## config.mk

```make
export PLATFORM = sky130hd
export DESIGN_NAME = priority_grant_arbiter
export DESIGN_NICKNAME = d
export VERILOG_FILES = /design/src/rtl/priority_grant_arbiter.sv
export SDC_FILE = /design/constraint.sdc
export NUM_CORES = 1
export LEC_CHECK = 0
export BUFFER_PORTS_ARGS = -buffer_cell sky130_fd_sc_hd__buf_4
export CELL_PAD_IN_SITES_DETAIL_PLACEMENT = 0
export CELL_PAD_IN_SITES_GLOBAL_PLACEMENT = 1
export CORE_AREA = 2 2 39 41
export DETAILED_ROUTE_END_ITERATION = 12
export DIE_AREA = 0 0 41 43
export GPL_ROUTABILITY_DRIVEN = 0
export PLACE_DENSITY = 0.76
export RECOVER_POWER = 50
export SETUP_SLACK_MARGIN = 0.4
export SKIP_CTS_REPAIR_TIMING = 1
export SLEW_MARGIN = 20
export SYNTH_ARGS = -nofsm -noshare
export SYNTH_HDL_FRONTEND = slang
export SYNTH_SLANG_ARGS = --single-unit
```

## constraint.sdc

```tcl
create_clock -name clk_in -period 2.25 [get_ports clk_in]
set_input_delay 0.1125 -clock clk_in [delete_from_list [all_inputs] [get_ports clk_in]]
set_output_delay 0.1125 -clock clk_in [all_outputs]
set_load 0.03 [all_outputs]
```

## src/rtl/priority_grant_arbiter.sv

```systemverilog
// priority_grant_arbiter
//   Registered, locking N-way arbiter. One requester owns the grant until it
//   drops its request line. Arbitration is fixed priority (index 0 highest) or
//   round-robin (RR_MODE=1), starting the scan at rr_ptr.
//
//   Optional build macro PRIORITY_ARB_TIMEOUT_EN: limits a tenure to MAX_HOLD
//   cycles when someone else is waiting, and pulses timeout_out on the handover.
//   Without the macro there is no hold counter and timeout_out is tied low.
module priority_grant_arbiter #(
  parameter int NUM_REQ  = 4,
  parameter int RR_MODE  = 0,
  parameter int MAX_HOLD = 16,
  localparam int IDX_W   = (NUM_REQ > 1) ? $clog2(NUM_REQ) : 1
) (
  input  logic               clk_in,
  input  logic               rst_n_in,
  input  logic [NUM_REQ-1:0] req_in,
  output logic [NUM_REQ-1:0] gnt_out,
  output logic [IDX_W-1:0]   gnt_idx_out,
  output logic               gnt_valid_out,
  output logic               timeout_out
);

  // Reject illegal configurations at elaboration time.
  if (NUM_REQ < 1 || NUM_REQ > 32) begin : g_bad_num_req
    $error("priority_grant_arbiter: NUM_REQ must be 1..32");
  end
  if (RR_MODE != 0 && RR_MODE != 1) begin : g_bad_rr_mode
    $error("priority_grant_arbiter: RR_MODE must be 0 or 1");
  end
  if (MAX_HOLD < 2 || MAX_HOLD > 65535) begin : g_bad_max_hold
    $error("priority_grant_arbiter: MAX_HOLD must be 2..65535");
  end

  localparam logic [IDX_W:0]   NUM_REQ_X = (IDX_W+1)'(NUM_REQ);
  localparam logic [IDX_W-1:0] LAST_IDX  = IDX_W'(NUM_REQ - 1);
  localparam logic [NUM_REQ-1:0] ONE_HOT0 = NUM_REQ'(1);

  typedef enum logic {IDLE = 1'b0, GRANT = 1'b1} state_t;

  state_t              state_q, state_d;
  logic [NUM_REQ-1:0]  gnt_q, gnt_d;
  logic [IDX_W-1:0]    idx_q, idx_d;
  logic [IDX_W-1:0]    rr_ptr_q, rr_ptr_d;

  logic [IDX_W:0]      win;        // {found, index}
  logic [IDX_W-1:0]    rel_ptr;    // scan start used on a release / handover
  logic                owner_req;  // owner still holding its request

`ifdef PRIORITY_ARB_TIMEOUT_EN
  localparam logic [15:0] HOLD_LAST = 16'(MAX_HOLD - 1);
  logic [15:0]         hold_cnt_q, hold_cnt_d;
  logic                timeout_q, timeout_d;
  logic                others_req;
`endif

  // First set bit of req scanning ptr, ptr+1, ... modulo NUM_REQ.
  // The request vector is rotated right by ptr so the scan becomes a plain
  // lowest-set-bit search; the offset is then added back with one wrap.
  // Fixed mode always passes ptr=0, which degenerates to lowest index wins.
  function automatic logic [IDX_W:0] pick_winner(input logic [NUM_REQ-1:0] req,
                                                 input logic [IDX_W-1:0]   ptr);
    logic [2*NUM_REQ-1:0] dbl;
    logic [NUM_REQ-1:0]   rot;
    logic [IDX_W:0]       off;
    logic [IDX_W:0]       sum;
    logic                 found;
    dbl   = {req, req} >> ptr;
    rot   = dbl[NUM_REQ-1:0];
    off   = '0;
    found = 1'b0;
    for (int k = NUM_REQ - 1; k >= 0; k--) begin
      if (rot[k]) begin
        found = 1'b1;
        off   = (IDX_W+1)'(k);
      end
    end
    sum = off + {1'b0, ptr};
    if (sum >= NUM_REQ_X) sum = sum - NUM_REQ_X;
    return {found, sum[IDX_W-1:0]};
  endfunction

  // State register: FSM state, grant, owner index, rr pointer, hold counter.
  always_ff @(posedge clk_in or negedge rst_n_in) begin
    if (!rst_n_in) begin
      state_q    <= IDLE;
      gnt_q      <= '0;
      idx_q      <= '0;
      rr_ptr_q   <= '0;
`ifdef PRIORITY_ARB_TIMEOUT_EN
      hold_cnt_q <= '0;
      timeout_q  <= 1'b0;
`endif
    end else begin
      state_q    <= state_d;
      gnt_q      <= gnt_d;
      idx_q      <= idx_d;
      rr_ptr_q   <= rr_ptr_d;
`ifdef PRIORITY_ARB_TIMEOUT_EN
      hold_cnt_q <= hold_cnt_d;
      timeout_q  <= timeout_d;
`endif
    end
  end

  // Next-state: grant from idle, hold while owner requests, hand over on
  // release with no idle bubble (and on timeout when enabled).
  always_comb begin
    state_d   = state_q;
    gnt_d     = gnt_q;
    idx_d     = idx_q;
    rr_ptr_d  = rr_ptr_q;
    win       = '0;
    owner_req = |(req_in & gnt_q);
    // After a tenure the scan resumes just past the old owner (RR only).
    rel_ptr   = (RR_MODE != 0) ? ((idx_q == LAST_IDX) ? '0 : idx_q + 1'b1) : rr_ptr_q;
`ifdef PRIORITY_ARB_TIMEOUT_EN
    hold_cnt_d = hold_cnt_q;
    timeout_d  = 1'b0;
    others_req = |(req_in & ~gnt_q);
`endif
    case (state_q)
      IDLE: begin
        win = pick_winner(req_in, rr_ptr_q);
        if (win[IDX_W]) begin
          state_d = GRANT;
          gnt_d   = ONE_HOT0 << win[IDX_W-1:0];
          idx_d   = win[IDX_W-1:0];
`ifdef PRIORITY_ARB_TIMEOUT_EN
          hold_cnt_d = '0;
`endif
        end
      end
      GRANT: begin
        if (!owner_req) begin
          // Owner released: pass straight to the next requester, else go idle.
          rr_ptr_d = rel_ptr;
          win      = pick_winner(req_in, rel_ptr);
`ifdef PRIORITY_ARB_TIMEOUT_EN
          hold_cnt_d = '0;
`endif
          if (win[IDX_W]) begin
            gnt_d = ONE_HOT0 << win[IDX_W-1:0];
            idx_d = win[IDX_W-1:0];
          end else begin
            state_d = IDLE;
            gnt_d   = '0;
            idx_d   = '0;
          end
        end
`ifdef PRIORITY_ARB_TIMEOUT_EN
        else if (hold_cnt_q == HOLD_LAST && others_req) begin
          // Tenure expired with a waiter: force a handover, owner excluded.
          rr_ptr_d   = rel_ptr;
          win        = pick_winner(req_in & ~gnt_q, rel_ptr);
          gnt_d      = ONE_HOT0 << win[IDX_W-1:0];
          idx_d      = win[IDX_W-1:0];
          hold_cnt_d = '0;
          timeout_d  = 1'b1;
        end else if (hold_cnt_q != HOLD_LAST) begin
          hold_cnt_d = hold_cnt_q + 1'b1;
        end
`endif
      end
      default: state_d = IDLE;
    endcase
  end

  // Outputs come straight from the registers.
  always_comb begin
    gnt_out       = gnt_q;
    gnt_idx_out   = idx_q;
    gnt_valid_out = (state_q == GRANT);
`ifdef PRIORITY_ARB_TIMEOUT_EN
    timeout_out   = timeout_q;
`else
    timeout_out   = 1'b0;
`endif
  end

endmodule

```

# Yosys cells after proc, flatten, opt, wreduce, memory -nomap -nowiden
# Index checks and enable logic that the tools add are counted.
[totals] regBits=7 in_bits=6 out_inout_bits=8 wordCells=46
[op_classes] addsub=2 n_lt_le_gt_ge=2 eq_ne=2 shifts=2 mux=31 bitwise=2 reduce_logical=2
[op_table] op="two-way mux 2 bit" n=9
[op_table] op="two-way mux 3 bit" n=6
[op_table] op="two-way mux 4 bit" n=3
[op_table] op="two-way mux 1 bit" n=10
[op_table] op="case mux 4 bit (2 select lines)" n=1
[op_table] op="left shift 1 x 2 -> 4 bit, first input constant" n=2
[op_table] op=">= comparator 3 bit, second input constant" n=2
[op_table] op="AND 4 bit" n=1
[op_table] op="inequality test 2 bit, second input constant" n=2
[op_table] op="case mux 2 bit (2 select lines)" n=1
[op_table] op="OR reduction 4 bit" n=1
[op_table] op="subtractor 2 x 1 -> 2 bit, second input constant" n=2
[op_table] op="case mux 1 bit (2 select lines)" n=1
[op_table] op="AND reduction 2 bit" n=1
[op_table] op="NOT 1 bit" n=1

# Longest topological paths before layout
# Gate-level depths: netlist of run 1.
[depth] depth_word=14 mapped_depth=5 depth_no_buf=4

# Worst setup path before layout of run 1
# Ideal clock, no wire load.
[synth_timing] kind="flip-flop to flip-flop" start="register gnt_q[2] (netlist: gnt_out[2])" end="register gnt_q[1] (netlist: gnt_out[1])" arrival_ns=1.550 required_ns=2.124 slack_ns=0.574 path_stages_with_launch=5 n_path_buf=0 cell_sequence="dfrtp_1 -> a22o_1 -> a221o_1 -> and2_4 -> a221o_1"
[synth_between] elab_chain_len=4
[synth_rtl] item="from (decl)" line_no="42" source="logic [NUM_REQ-1:0] gnt_q, gnt_d;"
[synth_rtl] item="from (signal assigned)" line_no="96" source="gnt_q <= gnt_d;"
[synth_rtl] item="AND 4 bit" line_no="114" source="owner_req = |(req_in & gnt_q);"
[synth_rtl] item="OR reduction 4 bit" line_no="114"
[synth_rtl] item="inequality test 2 bit (no line)"
[synth_rtl] item="AND reduction 2 bit (no line)"
# No other way between the ends.
# A chain may end at the register's enable or synchronous reset.

# Worst setup path in the final report of run 1
# Same ends and word-level chain as after synthesis.

==> metrics.md, run 1 <==
| Metric | Value |
|---|---|
| Maximum net fanout on the critical path | `7` |
| # diodes | `0` |
| Xor/xnor share of the synthesized area | `0%` |
| DR pass1 iterations | `4` |
| VDD IR max | `about 0.00042 V` |
| Die Wd | `between 40 and 50 um` |
| Num CTS Buffers | `3` |
| Final setup fails | `0` |
| RSZ-0062 raised after global routing | `no` |
| GR Overflow Total | `0` |
| Hold WC Path Type | `input pin to flip-flop` |
| FF-to-FF path depth | `4` |
| Final worst-path cycle share | `between 70% and 80%` |
| Nets | `64` |
| Crit path time final | `1.62 ns` |
| Clock Skew | `just over 0.005 ns` |
| DR vias | `about 380` |
| Clk buf depth | `2` |
| Worst skew pair latency | `0.26 ns` |
| Most frequent CP cell | `a221o_1` |
| Achievable frequency | `0.618 GHz` |
| Distinct cells, synth | `28` |
| Cells after DPL | `between 60 and 70` |
| Antenna violations before repair | `0` |
| Adder-Cell Fraction of Synth Area | `0%` |
| Status | `completed` |
| Die ar. | `roughly 1800 sq um` |
| First-pass GRT wire length | `roughly 1400 um` |
| Setup TNS | `0 ns` |
| Area taken by multi-input logic gates | `around 210 sq um` |
| GR Util All Layers | `about an eighth` |
| #FFs+latches synth | `7` |
| Synth Cell Area | `about 420 sq um` |
| Sequential cell area fraction in the yosys report | `a little over two fifths` |
| Reg2reg start | `gnt_out[2]` |
| Layout cells sized above 1 | `between 20% and 30%` |
| Worst Setup End Kind | `flip-flop` |
| CTS tree | `done` |
| Reg-to-Reg End | `gnt_out[1]` |
| CTS root buffer | `clkbuf_4` |
| Antenna Nets Post-Route | `0` |
| Rows | `14` |
| Simple-Gate Fraction of Synth Area | `~19%` |
| CTS clk-pin slew, worst paths | `approximately 0.050 ns` |
| WHS Path Cells | `3` |
| P per Cell Area | `897 nW/um^2` |
| P_leak | `0.235 nW` |
| Non-Filler Instances | `between 70 and 80` |
| Main combinational cell family by area after synthesis | `compound AO/OA/AOI/OAI gates` |
| Data required, critical path | `between 2 and 2.5 ns` |
| Slew @ Worst Pin | `0.731 ns` |
| H-tree Lvls | `1` |
| Count of pins over their slew limit | `0` |
| Slowest cell delay on critical path | `around 0.40 ns` |
| Slowest cell on crit path | `dfrtp_1` |
| Core area | `between 1000 and 1500 sq um` |
| DR vias/cell | `between 5 and 6` |
| Endpoint, Worst Hold | `gnt_valid_out` |
| Yosys warns | `0` |
| Worst endpoint data arrival time | `1.76 ns` |
| Port Buffers | `12` |
| Syn_nets | `49` |
| Worst setup SP type | `flip-flop` |
| Synthesized instance count | `43` |
| Total area of sequential cells | `175 sq um` |
| Routed wire per std cell | `12.8 um` |
| Worst slew margin | `50.8%` |
| CTS Sinks | `7` |
| Remaining DRCs | `0` |
| Compound-gate portion of the synthesized area | `between 20% and 30%` |
| Final hold vios | `0` |
| DP HPWL | `673 um` |
| I/O pin cnt | `14` |
| Die Ht | `approximately 43 um` |
| Syn_area_per_cell | `9.75 sq um` |
| # fillers | `between 100 and 150` |
| Reg2reg setup slack | `roughly 0.63 ns` |
| Initial Util | `a little under a third` |
| Drt total wl | `between 900 and 1000 um` |
| Critical-path cell list | `a22o_1, a221o_1, and2_4, a221o_1` |
| Synthesis-to-finish area growth | `26.0%` |
| Vias in the first global route | `around 330` |
| Hold_sp | `req_in[3]` |
| Initial DRC Count | `13` |
| Largest net degree at the start of global routing | `12` |
| Crit path kind | `flip-flop to flip-flop` |
| Max Cap Violations | `0` |
| Mux cell area share after synthesis | `around 2.4%` |
[critical path, delay by kind of cell (launching register included)]
kind | cells | cell delay, ns
simple gates | 1 | 0.20
flops | 1 | 0.40
compound gates | 3 | 0.90
[cell usage in the layout, fill, tap and decap left out, drive strengths merged]
cell / Yosys / layout
o221ai: 2 / 2
and3: 1 / 1
nand3: 1 / 1
a221o: 2 / 2
a22oi: 1 / 1
a311o: 1 / 1
nor4: 1 / 1
o21bai: 1 / 1
nor2b: 1 / 1
and2: 1 / 1
dlygate4sd3: 0 / 1
clkbuf: 0 / 8
and2b: 1 / 1
conb: 1 / 1
mux2i: 1 / 1
o22ai: 1 / 1
dfrtp: 7 / 7
a21oi: 1 / 1
nor3: 1 / 1
a22o: 3 / 3
inv: 2 / 2
buf: 3 / 8
nor2: 4 / 4
nand2: 3 / 3
nor4b: 1 / 1
a21o: 1 / 1
a221oi: 1 / 1
[stage by stage]
stage / hold slack [ns] / instance area [sq um] / power, mW / worst slack (ns) / utilization, %
global route: 0.180 / 528 / 0.500 / 0.588 / 38.2
floorplan: -0.183 / 419 / 0.301 / 0.574 / -
CTS: -0.351 / 533 / 0.486 / 0.641 / 38.5
detailed placement: -0.0704 / 507 / 0.366 / 0.643 / 36.6
global placement: -0.0700 / 507 / 0.367 / 0.661 / 36.6
finish: 0.172 / 528 / 0.474 / 0.632 / 38.2
[synth_stat cells, drive strengths merged]
master	count	area [sq um]
buf	3	22.5
o21bai	1	7.51
nor2b	1	6.26
and2	1	8.76
and3	1	6.26
nor4	1	6.26
dfrtp	7	175
and2b	1	8.76
a311o	1	11.3
a21oi	1	5.00
a22oi	1	7.51
nand2	3	11.3
nor3	1	5.00
a221o	2	20.0
inv	2	7.51
nand3	1	5.00
mux2i	1	10.0
nor2	4	15.0
a221oi	1	8.76
a21o	1	7.51
nor4b	1	8.76
conb	1	3.75
o22ai	1	6.26
a22o	3	27.5
o221ai	2	17.5
[flip-flops by register name (all words and copies together) (netlist names)]
| name | flops |
|---|---|
| gnt_out | 4 |
| gnt_idx_out | 2 |
| gnt_valid_out | 1 |
[power by group]
group | internal, mW | leakage [nW] | total, mW | switching, mW
clock network | 0.0678 | 0.0150 | 0.116 | 0.0486
logic | 0.0731 | 0.133 | 0.182 | 0.109
registers | 0.150 | 0.0872 | 0.175 | 0.0254
total | 0.291 | 0.235 | 0.474 | 0.183
[area by class of cell]
| type | count | share of cell area, % |
|---|---|---|
| clock buffer | 4 | 4.98 |
| tap | 16 | 3.79 |
| multi-input combinational | 31 | 40.5 |
| sequential | 7 | 33.2 |
| timing repair buffer | 13 | 16.1 |
| inverter | 2 | 1.42 |
[per-layer routing]
metal | share of wire [%] | track usage, %
met2 | 45 | 16.6
met1 | 45 | 14.7
met3 | 9.6 | 7.85
met5 | 0 | 0
met4 | 0.86 | 6.00
[worst max-delay path by stage]
stage / startpoint / slack [ns] / cells after the start / end
after detailed placement: gnt_out[2] / 0.64 / 4 / gnt_out[1]
after floorplan: gnt_out[2] / 0.57 / 4 / gnt_out[1]
after global placement: gnt_out[2] / 0.66 / 4 / gnt_out[1]
final: gnt_out[2] / 0.63 / 4 / gnt_out[1]
after CTS: gnt_out[2] / 0.64 / 4 / gnt_out[1]
after global routing: gnt_out[2] / 0.59 / 4 / gnt_out[1]
[logic make-up (layout without fill, tap and decap cells)]
kind of cell	count (synthesis)	in the layout
and+or+nand+nor	15	15
buffers and inverters	5	19
AOI/OAI and AO/OA	14	14
other	1	1
DFF	7	7
muxes	1	1
No activity file was read; power rests on OpenSTA's default activity.
==> inputs of run 2 (changes only) <==
--- a/config.mk
+++ b/config.mk
@@ -5,14 +5,15 @@
 export SDC_FILE = /design/constraint.sdc
 export NUM_CORES = 1
 export LEC_CHECK = 0
+export ABC_AREA = 1
 export BUFFER_PORTS_ARGS = -buffer_cell sky130_fd_sc_hd__buf_4
 export CELL_PAD_IN_SITES_DETAIL_PLACEMENT = 0
 export CELL_PAD_IN_SITES_GLOBAL_PLACEMENT = 1
-export CORE_AREA = 2 2 39 41
+export CORE_MARGIN = 2
+export CORE_UTILIZATION = 28
 export DETAILED_ROUTE_END_ITERATION = 12
-export DIE_AREA = 0 0 41 43
 export GPL_ROUTABILITY_DRIVEN = 0
-export PLACE_DENSITY = 0.76
+export PLACE_DENSITY = 0.75
 export RECOVER_POWER = 50
 export SETUP_SLACK_MARGIN = 0.4
 export SKIP_CTS_REPAIR_TIMING = 1
==> constraint.sdc (replaced) <==
create_clock -name clk_in -period 1.4 [get_ports clk_in]
set_input_delay 0.07 -clock clk_in [delete_from_list [all_inputs] [get_ports clk_in]]
set_output_delay 0.07 -clock clk_in [all_outputs]
set_load 0.03 [all_outputs]
==> metrics.md, run 2 <==
| Metric | Value |
|---|---|
| Core area | `1330 sq um (was 1380 sq um)` |
| Final hold vios | `0 (unchanged)` |
| Post-synth top flop | `dfrtp_1 (unchanged)` |
| Switching part of the total | `37.8% (was 38.6%)` |
| P per Cell Area | `1290 nW/um^2 (was 897 nW/um^2)` |
| Largest cells by area after synthesis | `dfrtp_1 (43%), nand2_1 (17%), nand2_4 (8.3%), nand3_1 (7.3%), inv_1 (4.6%) (was dfrtp_1 (42%), a221o_1 (4.8%), a22o_1 (4.2%), o221ai_1 (4.2%), nor2_1 (3.6%))` |
| Top cell type's share of synthesized area | `42.8% (was 41.8%)` |
| WHS Path Cells | `3 (unchanged)` |
| DR pass1 iterations | `3 (was 4)` |
| Syn_nets | `60 (was 49)` |
| Antenna violations before repair | `0 (unchanged)` |
| First-pass GRT wire length | `1630 um (was 1390 um)` |
| Num CTS Buffers | `3 (unchanged)` |
| Synth Cell Area | `409 sq um (was 419 sq um)` |
| Final setup fails | `0 (unchanged)` |
| CTS clk-pin slew, worst paths | `0.05 ns (about the same)` |
| Die Wd | `42.2 um (was 41 um)` |
| Die Ht | `42.2 um (was 43 um)` |
| Nets | `80 (was 64)` |
| Post-synth EDFFs | `0 (unchanged)` |
| # diodes | `0 (unchanged)` |
| VDD IR max | `0.000534 V (was 0.000419 V)` |
| Achievable frequency | `0.934 GHz (was 0.618 GHz)` |
| Reg power frac | `35.9% (was 37.0%)` |
| Final worst-path cycle share | `76.5% (was 71.9%)` |
| Syn_area_per_cell | `7.58 sq um (was 9.75 sq um)` |
| Port Buffers | `12 (unchanged)` |
| Yosys warns | `0 (unchanged)` |
| Maximum net fanout on the critical path | `7 (unchanged)` |
| Rows | `13 (was 14)` |
| Post-layout instance area | `568 sq um (was 528 sq um)` |
| GR Util All Layers | `13.0% (was 12.3%)` |
| Status | `completed (unchanged)` |
| Crit path kind | `flip-flop to flip-flop (unchanged)` |
| Clock Skew | `0.00245 ns (was 0.00515 ns)` |
| Worst skew pair latency | `0.25 ns (was 0.26 ns)` |
| Worst Setup SP | `gnt_out[0] (was gnt_out[2])` |
| I/O pin cnt | `14 (unchanged)` |
| Post-synth ARST share | `100% (unchanged)` |
| Cell with the most instances after synthesis | `nand2_1 (was dfrtp_1)` |
| DR vias | `369 (was 384)` |
| Cell taking the most area after synthesis | `dfrtp_1 (unchanged)` |
| Sequential cell area fraction in the yosys report | `42.8% (was 41.8%)` |
| Clk buf depth | `2 (unchanged)` |
| Vias in the first global route | `349 (was 328)` |
| Die ar. | `1780 sq um (was 1760 sq um)` |
| Hold slack | `0.0792 ns (was 0.172 ns)` |
| Util after Layout | `42.6% (was 38.2%)` |
| Routed wire per std cell | `10.9 um (was 12.8 um)` |
| Drt total wl | `957 um (was 935 um)` |
| Hold WC Path Type | `input pin to flip-flop (unchanged)` |
| Synthesis-to-finish area growth | `38.8% (was 26.0%)` |
| CP Capture Point | `gnt_out[2] (was gnt_out[1])` |
| Reg-to-Reg End | `gnt_out[2] (was gnt_out[1])` |
| FF-to-FF path depth | `7 (was 4)` |
| Worst Setup End Kind | `flip-flop (unchanged)` |
| GR Overflow Total | `0 (unchanged)` |
| Max FFs per register | `4 (unchanged)` |
| NetSw | `277 uW (was 183 uW)` |
| Crit path time final | `1.07 ns (was 1.62 ns)` |
| Largest net degree at the start of global routing | `8 (was 12)` |
| DR vias/cell | `4.19 (was 5.26)` |
| RSZ-0062 raised after global routing | `yes (was no)` |
| Reg2reg setup slack | `0.33 ns (was 0.63 ns)` |
| Setup TNS | `0 ns (unchanged)` |
| CTS tree | `done (unchanged)` |
| DP Area | `519 sq um (was 507 sq um)` |
| DP HPWL | `687 um (was 673 um)` |
| Commonest non-fill, non-tap cell in the layout | `nand2_1 (was buf_4)` |
| #FFs+latches synth | `7 (unchanged)` |
| Remaining DRCs | `0 (unchanged)` |
| Synthesized instance count | `54 (was 43)` |
| Initial Util | `30.7% (was 30.3%)` |
| Count of pins over their slew limit | `0 (unchanged)` |
| CTS root buffer | `clkbuf_4 (unchanged)` |
| Data required, critical path | `1.59 ns (was 2.39 ns)` |
| Clk network pwr share | `25.0% (was 24.6%)` |
| Reg2reg start | `gnt_out[0] (was gnt_out[2])` |
| Distinct cells, synth | `14 (was 28)` |
| Commonest cells in the netlist | `nand2_1 (18), dfrtp_1 (7), nand3_1 (6) (was dfrtp_1 (7), nor2_1 (4), nand2_1 (3))` |
| Initial DRC Count | `6 (was 13)` |
| Worst endpoint data arrival time | `1.26 ns (was 1.76 ns)` |
| Commonest non-fill, non-tap cells in the layout | `nand2_1 (15), buf_4 (11), nand2_2 (6), nand3_1 (6) (was buf_4 (8), dfrtp_1 (7), clkbuf_1 (5), nor2_1 (4))` |
| CTS Sinks | `7 (unchanged)` |
| Layout cells sized above 1 | `39.7% (was 26.3%)` |
| Internal power | `456 uW (was 291 uW)` |
| Worst setup SP type | `flip-flop (unchanged)` |
| Antenna Nets Post-Route | `0 (unchanged)` |
| Logic gate share of total power | `39.2% (was 38.4%)` |
| P_leak | `0.309 nW (was 0.235 nW)` |
| Max Cap Violations | `0 (unchanged)` |
| H-tree Lvls | `1 (unchanged)` |
-- run 2: logic make-up after synthesis --
logic type / count (synthesis) / share of synthesized area, %
other: 1 / 0.917
and+or+nand+nor: 37 / 45.6
buffers and inverters: 6 / 6.42
DFF: 7 / 42.8
AOI/OAI and AO/OA: 3 / 4.28
-- run 2: how the worst min path moves through the flow --
| stage | from | to | slack, ns |
|---|---|---|---|
| 6_report | req_in[2] | gnt_valid_out | 0.08 |
| 5_1_grt | req_in[2] | gnt_valid_out | 0.09 |
| 4_1_cts | rst_n_in | gnt_out[3] | -0.38 |
| 3_5_place_dp | rst_n_in | gnt_idx_out[1] | -0.11 |
| 3_3_place_gp | rst_n_in | gnt_idx_out[1] | -0.11 |
| 2_1_floorplan | rst_n_in | gnt_idx_out[0] | -0.23 |
-- run 2: layout make-up --
cell class                      instances  area [sq um]
Tap cell                               15          18.8
Fill cell                             157           766
Timing Repair Buffer                   16           108
Clock buffer                            4          26.3
Sequential cell                         7           181
Inverter                                5          18.8
Multi-Input combinational cell         41           215
-- run 2: layer usage --
layer  track usage [%]  part of all wire, %  vias to the layer above
met3              7.76                  7.2                        0
li1                  -                    -                      203
met1              16.4                   48                      155
met5                 0                    0                        -
met4              3.75                    0                        0
met2              18.5                   45                       11
-- run 2: through the flow --
| stage | std cells | power (mW) | setup slack [ns] |
|---|---|---|---|
| final | 88 | 0.733 | 0.329 |
| after global routing | 88 | 0.788 | 0.238 |
| after CTS | 84 | 0.716 | 0.336 |
| after detailed placement | 80 | 0.526 | 0.368 |
| after global placement | 80 | 0.526 | 0.368 |
| after floorplan | 54 | 0.433 | 0.344 |
-- run 2: worst max-delay path, cell delays in order (launching register included) --
cell and delay, ns:
dfrtp_2 0.42, nand2_2 0.06, nand2_2 0.06, nor2_4 0.14, nand2_4 0.10, nand2_4 0.11
nand2_1 0.06, nand2_1 0.06
-- run 2: power by group through the flow --
stage               combinational, mW  sequential [mW]  clock (mW)
finish                          0.287            0.263       0.183
global route                    0.317            0.269       0.202
CTS                             0.261            0.263       0.191
detailed placement              0.261            0.266           0
global placement                0.262            0.264           0
floorplan                       0.110            0.323           0
==> inputs of run 3 (changes only) <==
--- a/config.mk
+++ b/config.mk
@@ -10,10 +10,10 @@
 export CELL_PAD_IN_SITES_DETAIL_PLACEMENT = 0
 export CELL_PAD_IN_SITES_GLOBAL_PLACEMENT = 1
 export CORE_MARGIN = 2
-export CORE_UTILIZATION = 28
+export CORE_UTILIZATION = 31
 export DETAILED_ROUTE_END_ITERATION = 12
 export GPL_ROUTABILITY_DRIVEN = 0
-export PLACE_DENSITY = 0.75
+export PLACE_DENSITY = 0.78
 export RECOVER_POWER = 50
 export SETUP_SLACK_MARGIN = 0.4
 export SKIP_CTS_REPAIR_TIMING = 1
==> constraint.sdc (replaced) <==
create_clock -name clk_in -period 1.02 [get_ports clk_in]
set_input_delay 0.051 -clock clk_in [delete_from_list [all_inputs] [get_ports clk_in]]
set_output_delay 0.051 -clock clk_in [all_outputs]
set_load 0.03 [all_outputs]
==> metrics.md, run 3 (synthesis results as in run 2) <==
| Metric | Value |
|---|---|
| Vias in the first global route | `358 (was 349)` |
| Data required, critical path | `1.20 ns (was 1.59 ns)` |
| Hold WC Path Type | `input pin to flip-flop (unchanged)` |
| First-pass GRT wire length | `1470 um (was 1630 um)` |
| DR vias/cell | `4.57 (was 4.19)` |
| CTS tree | `done (unchanged)` |
| Status | `completed (unchanged)` |
| DP Area | `557 sq um (was 519 sq um)` |
| CTS Sinks | `7 (unchanged)` |
| Util after Layout | `50.9% (was 42.6%)` |
| Initial DRC Count | `9 (was 6)` |
| I/O pin cnt | `14 (unchanged)` |
| Achievable frequency | `0.998 GHz (was 0.934 GHz)` |
| NetSw | `393 uW (was 277 uW)` |
| Routed wire per std cell | `10.0 um (was 10.9 um)` |
| Final Total Pwr | `1.10 mW (was 733 uW)` |
| Pre-CTS WS | `0.0291 ns (was 0.368 ns)` |
| CTS root buffer | `clkbuf_4 (unchanged)` |
| Internal power | `706 uW (was 456 uW)` |
| CTS clk-pin slew, worst paths | `0.05 ns (about the same)` |
| Reg2reg start | `gnt_out[3] (was gnt_out[0])` |
| Drt total wl | `934 um (was 957 um)` |
| Max Cap Violations | `0 (unchanged)` |
| Crit path kind | `flip-flop to flip-flop (unchanged)` |
| Worst endpoint data arrival time | `1.19 ns (was 1.26 ns)` |
| GR Util All Layers | `14.7% (was 13.0%)` |
| Slowest cell delay on critical path | `0.39 ns (was 0.42 ns)` |
| Commonest non-fill, non-tap cell in the layout | `nand2_1 (unchanged)` |
| Highest Signal Layer | `met4 (was met3)` |
| Family with the most delay on the worst path | `simple AND/OR/NAND/NOR gates (unchanged)` |
| Most frequent CP cell | `nand2_1` |
| Worst setup SP type | `flip-flop (unchanged)` |
| Worst Setup SP | `gnt_out[3] (was gnt_out[0])` |
| Remaining DRCs | `0 (unchanged)` |
| Met3 WL | `79 um (was 69 um)` |
| Maximum net fanout on the critical path | `7 (unchanged)` |
| Worst Setup End Kind | `flip-flop (unchanged)` |
| Antenna Nets Post-Route | `0 (unchanged)` |
| Die Ht | `40.3 um (was 42.2 um)` |
| Largest net degree at the start of global routing | `8 (unchanged)` |
| Die Wd | `40.3 um (was 42.2 um)` |
| Met2 wire len | `458 um (was 428 um)` |
| Synthesis-to-finish area growth | `57.8% (was 38.8%)` |
| Clk buf depth | `2 (unchanged)` |
| Die ar. | `1630 sq um (was 1780 sq um)` |
| Critical-path cell list | `nand2_1, nand2_2, nor2_4, nand2_4, nand2_4, nand2_1, nand2_1 (was nand2_2, nand2_2, nor2_4, nand2_4, nand2_4, nand2_1, nand2_1)` |
| Antenna violations before repair | `0 (unchanged)` |
| Commonest non-fill, non-tap cells in the layout | `nand2_1 (14), buf_4 (12), nand2_2 (7), buf_6 (7), nand3_1 (6) (was nand2_1 (15), buf_4 (11), nand2_2 (6), nand3_1 (6))` |
| Nets | `85 (was 80)` |
| Clk network pwr share | `22.9% (was 25.0%)` |
| Post-layout instance area | `646 sq um (was 568 sq um)` |
| Clock Skew | `0.00563 ns (was 0.00245 ns)` |
| GR Overflow Total | `0 (unchanged)` |
| Core area | `1270 sq um (was 1330 sq um)` |
| Setup ws final | `0.0182 ns (was 0.329 ns)` |
| Worst skew pair latency | `0.25 ns (about the same)` |
| Count of pins over their slew limit | `0 (unchanged)` |
| RSZ-0062 raised after global routing | `yes (unchanged)` |
| Buf+Inv Stages, Crit Path | `0 (unchanged)` |
| Port Buffers | `12 (unchanged)` |
| Max FFs per register | `4 (unchanged)` |
| DR vias | `425 (was 369)` |
| Layout cells sized above 1 | `48.7% (was 39.7%)` |
| Final worst-path cycle share | `98.2% (was 76.5%)` |
| Final hold vios | `0 (unchanged)` |
| Slowest cell on crit path | `dfrtp_2 (unchanged)` |
| # diodes | `0 (unchanged)` |
| DR pass1 iterations | `4 (was 3)` |
| Num CTS Buffers | `3 (unchanged)` |
| P per Cell Area | `1700 nW/um^2 (was 1290 nW/um^2)` |
| Hold_sp | `req_in[1] (was req_in[2])` |
| Logic gate share of total power | `44.7% (was 39.2%)` |
| Reg power frac | `32.4% (was 35.9%)` |
| VDD IR max | `0.000936 V (was 0.000534 V)` |
| H-tree Lvls | `1 (unchanged)` |
| Final setup fails | `0 (unchanged)` |
| Metal-1 WL | `382 um (was 459 um)` |
| P_leak | `0.354 nW (was 0.309 nW)` |
| Switching part of the total | `35.8% (was 37.8%)` |
| Crit path time final | `1.00 ns (was 1.07 ns)` |
| Initial Util | `32.2% (was 30.7%)` |
| Rows | `13 (unchanged)` |
run 3: through the flow:
| step | setup TNS (ns) | hold slack (ns) | instances |
|---|---|---|---|
| after floorplan | -0.213 | -0.245 | 54 |
| after global placement | 0 | -0.130 | 85 |
| after detailed placement | 0 | -0.130 | 85 |
| after CTS | 0 | -0.406 | 89 |
| after global routing | -0.264 | 0.0793 | 93 |
| final | 0 | 0.0684 | 93 |
run 3: worst paths after layout:
kind | end | slack (ns) | depth (start not counted)
worst max-delay path | gnt_out[3] | 0.02 | 7
worst min-delay path | gnt_valid_out | 0.07 | 3
worst max register to register | gnt_out[3] | 0.02 | 7
worst min register to register | gnt_idx_out[1] | 0.61 | 3
max in group asynchronous | gnt_out[3] | 0.49 | 2
min in group asynchronous | gnt_out[1] | 0.23 | 2
run 3: layout make-up:
| cell class | count | area, sq um |
|---|---|---|
| clock buffer | 4 | 26.3 |
| fill | 132 | 623 |
| inverter | 5 | 18.8 |
| multi-input combinational | 41 | 218 |
| sequential | 7 | 181 |
| tap | 15 | 18.8 |
| timing repair buffer | 21 | 183 |
run 3: worst min-delay path, delay by kind of cell:
kind | cells | cell delay [ns]
buffers and inverters | 1 | 0.09
AND/OR/NAND/NOR | 2 | 0.14
run 3: power groups by stage:
| stage | registers, mW | logic [mW] | clock network [mW] |
|---|---|---|---|
| 2_1_floorplan | 0.444 | 0.151 | 0 |
| 3_5_place_dp | 0.356 | 0.412 | 0 |
| 4_1_cts | 0.351 | 0.413 | 0.263 |
| 6_report | 0.356 | 0.491 | 0.251 |
| 3_3_place_gp | 0.355 | 0.416 | 0 |
| 5_1_grt | 0.361 | 0.534 | 0.276 |
run 3: metal layers:
| metal | track usage, % | vias up |
|---|---|---|
| met5 | 0 | - |
| met4 | 5.00 | 0 |
| li1 | - | 214 |
| met3 | 8.33 | 4 |
| met1 | 16.9 | 190 |
| met2 | 22.6 | 17 |
